--- config.mk ---
export PLATFORM = sky130hd
export DESIGN_NAME = phase_sequencer_flat
export DESIGN_NICKNAME = d
export VERILOG_FILES = /design/src/rtl/phase_sequencer_if.sv /design/src/rtl/phase_sequencer.sv /design/src/flat_wrapper.sv
export SDC_FILE = /design/constraint.sdc
export NUM_CORES = 1
export LEC_CHECK = 0
export ABC_AREA = 1
export BUFFER_PORTS_ARGS = -buffer_cell sky130_fd_sc_hd__buf_2
export CORE_AREA = 4 4 41 43
export DETAILED_ROUTE_END_ITERATION = 8
export DIE_AREA = 0 0 45 47
export PLACE_DENSITY = 0.67
export SLEW_MARGIN = 25
export SYNTH_ARGS = -nofsm -noshare
export SYNTH_HDL_FRONTEND = slang
export SYNTH_SLANG_ARGS = --single-unit
--- constraint.sdc ---
create_clock -name CLK -period 1.42 [get_ports CLK]
set_clock_uncertainty 0.2 [all_clocks]
set_input_delay 0.071 -clock CLK [delete_from_list [all_inputs] [get_ports CLK]]
set_output_delay 0.071 -clock CLK [all_outputs]
set_load 0.01 [all_outputs]
--- src/rtl/phase_sequencer_if.sv ---
// phase_sequencer_if: control-side bundle of the RV523 phase sequencer.
// The control unit drives START/STALL/ABORT (master); the sequencer drives
// the decoded phase enables and status pulses back (slave).
interface phase_sequencer_if #(
   parameter int NPHASE = 3,
   parameter int IW     = 3
);
   logic              START;
   logic              STALL;
   logic              ABORT;
   logic [NPHASE-1:0] PH;
   logic [IW-1:0]     PHIDX;
   logic              BUSY;
   logic              DONE;
   logic              ERR;

   modport master (
      output START, STALL, ABORT,
      input  PH, PHIDX, BUSY, DONE, ERR
   );

   modport slave (
      input  START, STALL, ABORT,
      output PH, PHIDX, BUSY, DONE, ERR
   );
endinterface

--- src/rtl/phase_sequencer.sv ---
// phase_sequencer: expands one START request into NPHASE one-hot phase
// enables for the RV523 multi-cycle datapath, then pulses DONE.
// STALL freezes the current phase, ABORT drops the sequence without DONE,
// and a START seen while busy is dropped and flagged on ERR.
// Optional build macro RV523_PHASE_GAP_EN inserts a one-cycle all-zero GAP
// between consecutive phases so adjacent enables never touch.
// Every output comes straight from a flop.
module phase_sequencer #(
   parameter int NPHASE = 3,
   parameter int IW     = 3
) (
   input logic              CLK,
   input logic              RST_N,
   phase_sequencer_if.slave bus
);

   // Sequencer states (legacy-compatible encoding)
   localparam logic [1:0] ST_IDLE = 2'd0;
   localparam logic [1:0] ST_RUN  = 2'd1;
   localparam logic [1:0] ST_DONE = 2'd2;
`ifdef RV523_PHASE_GAP_EN
   localparam logic [1:0] ST_GAP  = 2'd3;
`endif

   localparam logic [IW-1:0] LAST_IDX = IW'(NPHASE - 1);
   localparam logic [IW-1:0] IDX_ONE  = IW'(1);

   logic [1:0]        state_q, state_d;
   logic [NPHASE-1:0] ph_q,    ph_d;
   logic [IW-1:0]     phidx_q, phidx_d;
   logic              busy_q,  busy_d;
   logic              done_q,  done_d;
   logic              err_q,   err_d;

   // Decode a phase index into its one-hot enable; out-of-range gives zero
   function automatic logic [NPHASE-1:0] idx_to_onehot(input logic [IW-1:0] idx);
      logic [NPHASE-1:0] oh;
      oh = '0;
      for (int i = 0; i < NPHASE; i++) begin
         oh[i] = (idx == IW'(i));
      end
      return oh;
   endfunction

   // Next-state and next-output computation for the sequencer
   always_comb begin
      state_d = state_q;
      ph_d    = ph_q;
      phidx_d = phidx_q;
      busy_d  = busy_q;
      done_d  = 1'b0;
      err_d   = 1'b0;

      case (state_q)
         ST_IDLE: begin
            // STALL and ABORT are meaningless here; only START matters
            if (bus.START) begin
               state_d = ST_RUN;
               ph_d    = idx_to_onehot({IW{1'b0}});
               phidx_d = {IW{1'b0}};
               busy_d  = 1'b1;
            end else begin
               state_d = ST_IDLE;
               ph_d    = '0;
               phidx_d = {IW{1'b0}};
               busy_d  = 1'b0;
            end
         end

         ST_RUN: begin
            // A START while busy is dropped but reported, even alongside ABORT
            err_d = bus.START;
            if (bus.ABORT) begin
               state_d = ST_IDLE;
               ph_d    = '0;
               phidx_d = {IW{1'b0}};
               busy_d  = 1'b0;
            end else if (bus.STALL) begin
               state_d = ST_RUN;
            end else if (phidx_q == LAST_IDX) begin
               // Last phase complete: no gap, straight to the DONE pulse
               state_d = ST_DONE;
               ph_d    = '0;
               phidx_d = {IW{1'b0}};
               busy_d  = 1'b0;
               done_d  = 1'b1;
            end else begin
`ifdef RV523_PHASE_GAP_EN
               // Break-before-make: enables drop, index remembers where we were
               state_d = ST_GAP;
               ph_d    = '0;
               phidx_d = phidx_q;
               busy_d  = 1'b1;
`else
               state_d = ST_RUN;
               ph_d    = idx_to_onehot(phidx_q + IDX_ONE);
               phidx_d = phidx_q + IDX_ONE;
               busy_d  = 1'b1;
`endif
            end
         end

`ifdef RV523_PHASE_GAP_EN
         ST_GAP: begin
            err_d = bus.START;
            if (bus.ABORT) begin
               state_d = ST_IDLE;
               ph_d    = '0;
               phidx_d = {IW{1'b0}};
               busy_d  = 1'b0;
            end else if (bus.STALL) begin
               state_d = ST_GAP;
            end else begin
               state_d = ST_RUN;
               ph_d    = idx_to_onehot(phidx_q + IDX_ONE);
               phidx_d = phidx_q + IDX_ONE;
               busy_d  = 1'b1;
            end
         end
`endif

         ST_DONE: begin
            // Back-to-back sequences restart without an idle bubble
            if (bus.START) begin
               state_d = ST_RUN;
               ph_d    = idx_to_onehot({IW{1'b0}});
               phidx_d = {IW{1'b0}};
               busy_d  = 1'b1;
            end else begin
               state_d = ST_IDLE;
               ph_d    = '0;
               phidx_d = {IW{1'b0}};
               busy_d  = 1'b0;
            end
         end

         default: begin
            // Unreachable encoding: recover to a safe idle
            state_d = ST_IDLE;
            ph_d    = '0;
            phidx_d = {IW{1'b0}};
            busy_d  = 1'b0;
         end
      endcase
   end

   // State and output registers, cleared immediately by the async reset
   always_ff @(posedge CLK or negedge RST_N) begin
      if (!RST_N) begin
         state_q <= ST_IDLE;
         ph_q    <= '0;
         phidx_q <= {IW{1'b0}};
         busy_q  <= 1'b0;
         done_q  <= 1'b0;
         err_q   <= 1'b0;
      end else begin
         state_q <= state_d;
         ph_q    <= ph_d;
         phidx_q <= phidx_d;
         busy_q  <= busy_d;
         done_q  <= done_d;
         err_q   <= err_d;
      end
   end

   assign bus.PH    = ph_q;
   assign bus.PHIDX = phidx_q;
   assign bus.BUSY  = busy_q;
   assign bus.DONE  = done_q;
   assign bus.ERR   = err_q;

endmodule
--- src/flat_wrapper.sv ---
// flat-port wrapper written by rule: the top's interface ports become plain ports
module phase_sequencer_flat 
#(
   parameter int NPHASE = 3,
   parameter int IW     = 3
)
  (CLK, RST_N, bus_START, bus_STALL, bus_ABORT, bus_PH, bus_PHIDX, bus_BUSY, bus_DONE, bus_ERR);
  phase_sequencer_if #(.NPHASE(NPHASE), .IW(IW)) bus_i ();
  input logic CLK;
  input logic RST_N;
  input wire logic [$bits(bus_i.START)-1:0] bus_START;
  input wire logic [$bits(bus_i.STALL)-1:0] bus_STALL;
  input wire logic [$bits(bus_i.ABORT)-1:0] bus_ABORT;
  output wire logic [$bits(bus_i.PH)-1:0] bus_PH;
  output wire logic [$bits(bus_i.PHIDX)-1:0] bus_PHIDX;
  output wire logic [$bits(bus_i.BUSY)-1:0] bus_BUSY;
  output wire logic [$bits(bus_i.DONE)-1:0] bus_DONE;
  output wire logic [$bits(bus_i.ERR)-1:0] bus_ERR;
  assign bus_i.START = bus_START;
  assign bus_i.STALL = bus_STALL;
  assign bus_i.ABORT = bus_ABORT;
  assign bus_PH = bus_i.PH;
  assign bus_PHIDX = bus_i.PHIDX;
  assign bus_BUSY = bus_i.BUSY;
  assign bus_DONE = bus_i.DONE;
  assign bus_ERR = bus_i.ERR;
  phase_sequencer #(.NPHASE(NPHASE), .IW(IW)) u_core (.CLK(CLK), .RST_N(RST_N), .bus(bus_i));
endmodule
======== Yosys cells after proc, flatten, opt, wreduce, memory -nomap -nowiden ========
Index checks and enable logic that the tools add are counted.
word-level totals
  bits in registers ....................... 11
  word-level logic and storage cells ...... 40
  output and inout bits ................... 9
  input port bits ......................... 5
operators by class
  muxes and demuxes ....................... 24
  reductions and logical operators ........ 3
  add/subtract/negate cells ............... 1
  equal/unequal tests ..................... 6
operators with widths
  kind                   count
  $mux W3                7
  $mux W1                11
  $eq A3 B2 Y1 const B   2
  $mux W2                3
  $pmux W3 S2            1
  $pmux W2 S2            1
  $add A3 B1 Y3 const B  1
  $eq A3 B1 Y1 const B   1
  $logic_not A3 Y1       1
  $ne A3 B3 Y1 const B   1
  $eq A2 B1 Y1 const B   1
  $eq A2 B2 Y1 const B   1
  $logic_not A2 Y1       1
  $pmux W1 S2            1
  $reduce_or A2 Y1       1

======== Longest topological paths before layout ========
Gate-level depths: netlist of run 1.
  depth in word-level cells ............... 6
  gate-level depth with buffers ........... 6
  depth with buffers taken out ............ 6

======== Least setup slack after synthesis of run 1 ========
No wires, ideal clock.
  path type ............................... register -> register
  start ................................... reg u_core.phidx_q[0], in the netlist u_core.bus.PHIDX[0]
  end ..................................... reg u_core.state_q[0]
  path buffers ............................ 0
  library setup time ...................... 0.118 ns
  stages on the path, launching flop included .. 7
  data required time ...................... 1.102 ns
  data arrival time ....................... 0.899 ns
  slack ................................... 0.203 ns
  cell sequence ........................... dfrtp_1 -> inv_2 -> nand2_2 -> nor2_2 -> nor2_2 -> nor2_2 -> inv_1
between the ends
  longest elaborated chain between the ends .. 5
ends and longest elaborated chain
  what                    RTL line                text
  start, declared         phase_sequencer.sv:30   logic [IW-1:0] phidx_q, phidx_d;
  start signal, assigned  phase_sequencer.sv:152  phidx_q <= {IW{1'b0}};
  start signal, assigned  phase_sequencer.sv:159  phidx_q <= phidx_d;
  $eq A3 B2 Y1            phase_sequencer.sv:80   end else if (phidx_q == LAST_IDX) begin
  $mux W2                 phase_sequencer.sv:80
  $mux W2                 phase_sequencer.sv:78   end else if (bus.STALL) begin
  $mux W2                 phase_sequencer.sv:73   if (bus.ABORT) begin
  $pmux W2 S2             phase_sequencer.sv:54   case (state_q)
  via u_core.state_d[0]   phase_sequencer.sv:28   logic [1:0] state_q, state_d;
  end signal, assigned    phase_sequencer.sv:157  state_q <= state_d;
  end, declared           phase_sequencer.sv:28
The timed path passes the listed nets, and every way through them passes these cells.
A chain may end at the register's enable or synchronous reset.

======== Worst setup path after layout of run 1 ========
  start ................................... in bus_STALL
  end ..................................... reg u_core.state_q[0]
between the ends
  longest elaborated chain between the ends .. 3
ends and longest elaborated chain
  what                   RTL line               text
  start, declared        flat_wrapper.sv:12     input wire logic [$bits(bus_i.STALL)-1:0] bus_STALL;
  $mux W2                phase_sequencer.sv:78
  $mux W2                phase_sequencer.sv:73
  $pmux W2 S2            phase_sequencer.sv:54
  via u_core.state_d[0]  phase_sequencer.sv:28
The timed path passes the listed nets, and every way through them passes these cells.

==> results_dict.tcl, run 1 <==
set metrics [dict create \
    status "finished, final reports clean" \
    drv_cap 0 \
    cts_buffers 3 \
    p_leak_nw 0.383 \
    power.density_nw_per_um2 1090 \
    clk_pin_slew_ns 0.07 \
    cp_top_family "buffers and inverters" \
    ant_nets 0 \
    r2r_cells 6 \
    min_from "u_core.bus.BUSY" \
    cts-root-buf "clkbuf_4" \
    grt_first_pass_wirelength_mm 1.90 \
    worstPathMaxFanout 6 \
    syn_inst 63 \
    slowest_delay_ns 0.53 \
    antenna_cells 0 \
    cts_htree_levels 1 \
    core-area_um2 1300 \
    ys_warn_count 0 \
    hp-class "register to register" \
    clk_path_buf_depth 2 \
    finalNetCount 91 \
    cts_tree "built" \
    busiest_layer "met2" \
    grt_pass1_vias 468 \
    syn_nets 68 \
    drtIter0Drc 3 \
    ys_types 15 \
    r2r_start "u_core.bus.PHIDX[0]" \
    finalWeightedCongestion 0.838 \
    synth_compound_area_share_pct 1.83 \
    worstSkewPairLatency_ns 0.27 \
    cp.required_ns 1.39 \
    die_x_um 45 \
    dieArea_um2 2120 \
    setup-violations-final 0 \
    drcViolationCount 0 \
    worst_slew_pin_slew_ns 0.285 \
    ys_seq_elements 11 \
    syn_area_um2 548 \
    syn_area_per_cell_um2 8.70 \
    use_met3_pct 4.60 \
    area_delta_synth_final_pct 29.2 \
    place_area_um2 632 \
    vias 474 \
    critPathMostFrequentCell "nand2_4" \
    layout_min_cycle_time_ns 1.27 \
    dr.pass1.iters 4 \
    finalCritPeriodShare_pct 89.5 \
    finalPower_mw 0.769 \
    tns_ns 0 \
    crit_chain "dlygate4sd3_1 -> buf_2 -> inv_2 -> nor2_4 -> nand2_4 -> nand2_4 -> nor2_2 -> inv_1" \
    antenna_found_initial 0 \
    slowest_stage "dlygate4sd3_1" \
    use_met1_pct 15.3 \
    yosysSeqAreaShare_pct 50.2 \
    initial_core_util_pct 42.1 \
    stdcell_area_um2 708 \
    place_worst_setup_slack_ns 0.187 \
    ff2ff_setup_slack_ns 0.18 \
    hold_path_depth 2 \
    grt_max_degree 12 \
    synth_fa_ha_area_share_pct 0 \
    hold_violations 0 \
    path_buf_inv 4 \
    grtUsageTotal_pct 13.7 \
    use_met2_pct 20.6 \
    min_to "u_core.bus.BUSY" \
    rsz0062_at_grt "false" \
    fmax_ghz 0.787 \
    relSlewSlack_pct 81.0 \
    crit_type "input port to register" \
    drive_above_1_share_pct 36.5 \
    detail_route.wl_per_cell_um 11.2 \
    die_h_um 47 \
    r2r_end "u_core.state_q[0]" \
    synth-xor-area-share_pct 0 \
    clock_sink_count 11 \
    synth_top_family_by_area "simple AND/OR/NAND/NOR gates" \
    critPathCaptureType "register" \
    ir_drop_v 0.000491 \
    num_io_pins 14 \
    crit_arrival_ns 1.24 \
    wl_mm 1.12 \
    grt_overflow_total 0 \
    final-max-slew-violation-count 0 \
    yosys.area_share.simple_pct 41.1 \
    finish.utilization_pct 54.4 \
    synth.area.mux_share_pct 0 \
    fin_ws_ns 0.150 \
    rows 13 \
    dp_hpwl_um 788 \
    io_buffers 13 \
    critPathLaunchType "input port" \
    avgViaCountPerCell 4.74 \
]
## worst reg2reg max path, cell delays in order, from the launching register on
cell and delay [ns]:
dfrtp_1 0.45, inv_2 0.13, nand2_2 0.06, nor2_2 0.09
nor2_2 0.04, nor2_2 0.10, inv_1 0.05
## synth_stat cells
cell type	count	area share, %
nand2_1	14	9.6
dfrtp_1	11	50
inv_1	6	4.1
nand4_1	5	5.7
nor2_1	5	3.4
inv_2	4	2.7
nor2_2	4	4.6
a21oi_1	2	1.8
nand2_4	2	4.1
nand3_1	2	1.8
nand3_2	2	3.7
nor2_4	2	4.1
nor3_1	2	1.8
and3_1	1	1.1
nand2_2	1	1.1
## logic make-up after synthesis
family          Yosys count
compound gates            2
buf+inv                  10
flops                    11
simple gates             40
## routing by layer
layer | share of wire (%) | vias to the layer above
met5 | 0 | -
met4 | 4.2 | 0
met3 | 5.9 | 7
met2 | 43 | 12
met1 | 47 | 207
li1 | - | 248
## metrics by stage
stage,hold WS [ns],std cells
detailed placement,-0.244,91
global route,0.345,100
finish,0.312,100
floorplan,-0.425,63
global placement,-0.245,91
CTS,0.316,100
## cell usage in the layout, fill, tap and decap left out, types with 3 or more instances in the layout
cell,count
buf_2,13
clkbuf_4,3
dfrtp_1,11
dlygate4sd3_1,5
inv_1,6
inv_2,4
nand2_1,14
nand4_1,5
nor2_1,5
nor2_2,4
## flip-flops by register name, indices dropped and copies added (netlist names)
| register | cells |
|---|---|
| u_core.bus.ERR | 1 |
| u_core.bus.BUSY | 1 |
| u_core.bus.PHIDX | 3 |
| u_core.bus.PH | 3 |
| u_core.bus.DONE | 1 |
| u_core.state_q | 2 |
## worst max-delay path by stage
stage / cells after the start / slack, ns / start / to
after floorplan: 6 / 0.20 / u_core.bus.PHIDX[0] / u_core.state_q[0]
final: 8 / 0.15 / bus_STALL / u_core.state_q[0]
after CTS: 8 / 0.15 / bus_STALL / u_core.state_q[0]
after global routing: 6 / 0.07 / u_core.bus.PHIDX[0] / u_core.state_q[0]
after global placement: 6 / 0.22 / u_core.bus.PHIDX[0] / u_core.state_q[0]
after detailed placement: 6 / 0.19 / u_core.bus.PHIDX[0] / u_core.state_q[0]
## cell type report
type | count | area, um^2
Tap cell | 15 | 18.8
Timing Repair Buffer | 18 | 115
Multi-Input combinational cell | 42 | 235
Clock buffer | 4 | 26.3
Sequential cell | 11 | 275
Fill cell | 141 | 593
Inverter | 10 | 37.5
## power breakdown
| group | leakage, nW | internal (mW) | switching [mW] |
|---|---|---|---|
| Clock | 0.0150 | 0.109 | 0.107 |
| Combinational | 0.223 | 0.0729 | 0.110 |
| Sequential | 0.146 | 0.347 | 0.0236 |
## timing repair
item | in CTS | in global routing
hold buffers | 5 | 0
setup buffers | 0 | 0
setup endpoints to repair | 0 | 0
endpoints found under the hold margin | 22 | 0
gates resized for setup | 0 | 0
Power figures use the tool's default switching activity.
==> run 2: changes to the inputs <==
- ABC_AREA: 1 -> default
- PLACE_DENSITY: 0.67 -> 0.62
==> run 2 against run 1 <==
The run now ends with hold timing left. Total power is 12% lower. Sequential power is 7.0% lower. Clock power hardly changed. First-iteration DRC count stayed put. Largest power group unchanged.
==> results_dict.tcl, run 2 <==
set metrics [dict create \
    async_flop_share_pct 100 \
    clock_sink_count 11 \
    syn_area_um2 492 \
    initial_core_util_pct 37.8 \
    fillers 136 \
    violations "hold timing" \
    p_leak_nw 0.324 \
    tns_ns 0 \
    wl_um 996 \
    clk_path_buf_depth 2 \
    hold_violations 17 \
    r2r_end "u_core.bus.BUSY" \
    ff2ff_setup_slack_ns 0.03 \
    dieArea_um2 2120 \
    finalPower_mw 0.675 \
    synth_ff_type "dfrtp_1" \
    syn_area_per_cell_um2 10.5 \
    finalNetCount 73 \
    syn_nets 52 \
    min_from "bus_ABORT" \
    drcViolationCount 0 \
    final_cell_mix "buf_2, dfrtp_1, nor2_1" \
    post-cts-setup-buffers 0 \
    grtUsageTotal_pct 10.9 \
    ys_seq_elements 11 \
    relSlewSlack_pct 79.2 \
    status "complete, but fails checks" \
    vias 422 \
    cp_top_family "simple AND/OR/NAND/NOR gates" \
    place_worst_setup_slack_ns 0.0483 \
    grt_pass1_vias 367 \
    syn_inst 47 \
    critPathCaptureType "register" \
    detail_route.wl_per_cell_um 12.1 \
    stdcell_area_um2 648 \
    cts_buffers 3 \
    grt_first_pass_wirelength_mm 1.57 \
    crit_chain "or4b_4 -> nand2_2 -> a2bb2oi_1" \
    clk_pin_slew_ns 0.07 \
    ys_types 24 \
    final-max-slew-violation-count 0 \
    core-area_um2 1300 \
    worst_slew_pin_slew_ns 0.312 \
    io_buffers 13 \
    cts_tree "built" \
    grt_overflow_total 0 \
    r2r_cells 3 \
    routed-wl-met2_um 450 \
    place_area_um2 588 \
    cp_num_cells 3 \
    fmax_ghz 0.718 \
    startpoint "u_core.bus.PHIDX[2]" \
    num_io_pins 14 \
    critPathLaunchType "register" \
    ys_warn_count 0 \
    synth-edff-count 0 \
    r2r_start "u_core.bus.PHIDX[2]" \
    layout_min_cycle_time_ns 1.39 \
    top_layer_used "met4" \
    worstPathMaxFanout 3 \
    fin_ws_ns 0.0276 \
    yosysTopAreaCell "dfrtp_1" \
    path_buf_inv 0 \
    die_h_um 47 \
    yosys-top-cells-area "dfrtp_1, nor2_1, a21oi_1" \
    ff_latch_area_um2 275 \
    final_common_cell "buf_2" \
    crit_type "register to register" \
    fin_hold_ws_ns -0.105 \
    wl_met3_um 51 \
    cts-root-buf "clkbuf_4" \
    yosysSeqAreaShare_pct 56.0 \
    antenna_cells 0 \
    slowest_delay_ns 0.55 \
    drv_cap 0 \
    ant_nets 0 \
    worstSkewPairLatency_ns 0.27 \
    cp.required_ns 1.38 \
    power.density_nw_per_um2 1040 \
    antenna_found_initial 0 \
    dr.pass1.iters 4 \
    crit_arrival_ns 1.36 \
    yosysMostFrequentCell "dfrtp_1" \
    area_delta_synth_final_pct 31.8 \
    drive_above_1_share_pct 40.3 \
    rsz0062_at_grt "false" \
    cts_hold_buf 3 \
    drtIter0Drc 3 \
    endpoint "u_core.bus.BUSY" \
    dp_hpwl_um 669 \
    synth_top_area_share_pct 56.0 \
    hp-class "input port to register" \
    wl_met1_um 458 \
    finalWeightedCongestion 0.772 \
    grt_max_degree 12 \
    die_x_um 45 \
    rows 13 \
    avgViaCountPerCell 5.15 \
    multi_input_area_um2 196 \
    cts_htree_levels 1 \
    synth_common_cells "dfrtp_1, nor2_1, a21oi_1, nand2_1" \
    setup-violations-final 0 \
    ir_drop_v 0.000706 \
    finalCritPeriodShare_pct 98.1 \
    slowest_stage "or4b_4" \
]
-- run 2: changes by cell type in the layout (fill, tap and decap cells not counted), moves of 2 or more --
cell	change
nor2_2	-4
inv_1	-4
dlygate4sd3_1	-3
buf_4	+5
nor3_1	-2
nand2_4	-2
nand3_2	-2
nor2_4	-2
nand4_1	-5
nand3_1	-2
nand2_1	-11
inv_2	-4
nand2b_1	+2
-- run 2: logic make-up (layout without fill, tap and decap cells) --
family,count (synthesis),count (layout),share of synthesized area [%]
simple gates,19,19,23.2
flops,11,11,56.0
xor+xnor,1,1,1.78
buf+inv,6,26,6.62
compound gates,10,10,12.5
-- run 2: layer usage --
metal	up-vias	global-route usage [%]
li1	199	-
met1	207	13.9
met2	11	14.7
met3	5	2.68
met4	0	10.5
met5	-	0
-- run 2: stage by stage --
step | utilization [%] | hold WS [ns] | cells
4_1_cts | 49.6 | -0.106 | 83
2_1_floorplan | - | -0.425 | 47
3_3_place_gp | 45.2 | -0.251 | 76
3_5_place_dp | 45.2 | -0.248 | 76
6_report | 49.8 | -0.105 | 82
5_1_grt | 49.8 | -0.0906 | 82
-- run 2: how the worst min path moves through the flow --
stage | endpoint | slack (ns) | cells after the start
detailed placement | u_core.bus.BUSY | -0.25 | 1
global route | u_core.bus.DONE | -0.09 | 3
floorplan | u_core.bus.BUSY | -0.42 | 0
global placement | u_core.bus.BUSY | -0.25 | 1
CTS | u_core.state_q[0] | -0.11 | 4
finish | u_core.bus.DONE | -0.10 | 3
-- run 2: tightest hold or removal path, delay by kind of cell --
family,cells,cell delay (ns)
simple gates,2,0.17
buf+inv,1,0.09
-- run 2: timing repair --
action,in CTS,in global routing
gates resized for setup,0,3
hold endpoints to repair,18,5
setup endpoints to repair,0,13
-- run 2: final cells by class --
cell class | instances | share of cell area [%]
Clock buffer | 3 | 3.47
Clock inverter | 1 | 0.772
Inverter | 2 | 1.16
Multi-Input combinational cell | 30 | 30.3
Sequential cell | 11 | 42.5
Tap cell | 15 | 2.90
Timing Repair Buffer | 20 | 18.9
-- run 2: power breakdown --
group	internal (mW)	total [mW]	switching (mW)
combinational	0.0568	0.116	0.0593
clock	0.105	0.215	0.110
sequential	0.334	0.344	0.0102
==> run 3: changes to the inputs <==
- PLACE_DENSITY: 0.62 -> default
==> run 3 against run 2 <==
The flow still finishes with violations (hold timing). Clock power about the same. Cell count up 2.4%. Combinational power is 6% higher. Count of clock-buffer cells in the layout unchanged. Largest cell class unchanged. Largest power group unchanged.
==> results_dict.tcl, run 3 (same netlist as run 2, synthesis figures left out) <==
set metrics [dict create \
    initial_core_util_pct 37.8 \
    wl_mm 1.07 \
    grt_pass1_vias 380 \
    power.density_nw_per_um2 1030 \
    finalCritPeriodShare_pct 97.1 \
    finalWeightedCongestion 0.689 \
    area_delta_synth_final_pct 35.1 \
    final_common_cell "buf_2" \
    core-area_um2 1300 \
    hold_violations 6 \
    drive_above_1_share_pct 37.7 \
    tns_ns 0 \
    switching_power_mw 0.182 \
    clk_path_buf_depth 2 \
    clk_pin_slew_ns 0.08 \
    drv_cap 0 \
    drcViolationCount 0 \
    worstPathMaxFanout 3 \
    die_x_um 45 \
    num_io_pins 14 \
    violations "hold timing" \
    rows 13 \
    io_buffers 13 \
    finalNetCount 75 \
    grtUsageTotal_pct 11.8 \
    detail_route.wl_per_cell_um 12.7 \
    cts_htree_levels 1 \
    r2r_end "u_core.state_q[0]" \
    dp_hpwl_um 794 \
    clockPowerShare_pct 31.2 \
    internal_power_mw 0.501 \
    ff2ff_setup_slack_ns 0.04 \
    fin_cells 84 \
    dr.pass1.iters 4 \
    final-max-slew-violation-count 0 \
    antenna_found_initial 0 \
    startpoint "u_core.bus.PHIDX[2]" \
    fin_hold_ws_ns -0.102 \
    clock_sink_count 11 \
    worstSkewPairLatency_ns 0.27 \
    cp.required_ns 1.38 \
    vias 406 \
    drtIter0Drc 5 \
    finalPower_mw 0.683 \
    grt_overflow_total 0 \
    grt_max_degree 11 \
    cts_buffers 3 \
    grt_first_pass_wirelength_mm 1.67 \
    avgViaCountPerCell 4.83 \
    critPathCaptureType "register" \
    cts_hold_buf 4 \
    status "complete, but fails checks" \
    crit_type "register to register" \
    critPathLaunchType "register" \
    p_seq_share_pct 50.7 \
    cts-root-buf "clkbuf_4" \
    fillers 132 \
    p_leak_nw 0.331 \
    worst_slew_pin_slew_ns 0.339 \
    die_h_um 47 \
    relSlewSlack_pct 77.3 \
    finish.utilization_pct 51.1 \
    post-cts-setup-buffers 0 \
    r2r_cells 3 \
    r2r_start "u_core.bus.PHIDX[2]" \
    ant_nets 0 \
    fmax_ghz 0.726 \
    ir_drop_v 0.000735 \
    rsz0062_at_grt "true" \
    dieArea_um2 2120 \
    comb_power_share_pct 18.1 \
    layout_min_cycle_time_ns 1.38 \
    swShare_pct 26.6 \
    antenna_cells 0 \
    final_cell_mix "buf_2, dfrtp_1, nor2_1" \
    dp_cells 76 \
    endpoint "u_core.state_q[0]" \
    hp-class "input port to register" \
    cts_tree "built" \
    crit_arrival_ns 1.34 \
    setup-violations-final 0 \
]
==> run 3: layer usage <==
| layer | GRT usage, % | share of wire (%) |
|---|---|---|
| met1 | 13.9 | 44 |
| met2 | 18.9 | 49 |
| met5 | 0 | 0 |
| met4 | 3.51 | 0 |
| met3 | 5.75 | 6.9 |
==> run 3: worst min-delay path by stage <==
stage                     startpoint                 to  slack [ns]  depth (start not counted)
after floorplan                RST_N    u_core.bus.BUSY       -0.42                          0
after global placement         RST_N     u_core.bus.ERR       -0.25                          1
after detailed placement       RST_N   u_core.bus.PH[0]       -0.25                          1
after CTS                  bus_STALL  u_core.state_q[1]       -0.11                          3
after global routing       bus_STALL  u_core.state_q[1]        -0.1                          3
final                      bus_STALL  u_core.state_q[1]       -0.10                          3
==> run 3: through the flow <==
step | setup WS, ns | area [um^2]
floorplan | -0.0520 | 492
global placement | 0.0514 | 588
detailed placement | 0.0444 | 588
CTS | 0.0221 | 656
global route | -0.00157 | 664
finish | 0.0417 | 664
==> run 3: power groups by stage <==
stage	sequential [mW]	clock [mW]	combinational [mW]
finish	0.346	0.213	0.123
global route	0.349	0.234	0.136
CTS	0.346	0.220	0.119
detailed placement	0.352	0	0.109
global placement	0.350	0	0.107
floorplan	0.359	0	0.0569
==> run 3: final cells by class <==
| class | count | area (um^2) | share of cell area (%) |
|---|---|---|---|
| tap | 15 | 18.8 | 2.82 |
| inverter | 2 | 7.51 | 1.13 |
| clock inverter | 1 | 5.00 | 0.753 |
| multi-input combinational | 30 | 193 | 29.0 |
| clock buffer | 3 | 22.5 | 3.39 |
| sequential | 11 | 275 | 41.4 |
| timing repair buffer | 22 | 143 | 21.5 |
==> run 3: what timing repair did <==
action	CTS	global route
endpoints found under the setup margin	0	7
hold endpoints to repair	18	5
resized for setup	0	2
==> run 3: critical path, stage by stage (launching register included) <==
cell and delay, ns:
dfrtp_1 0.38, or4b_4 0.54, nand2_2 0.09, nand2_1 0.06
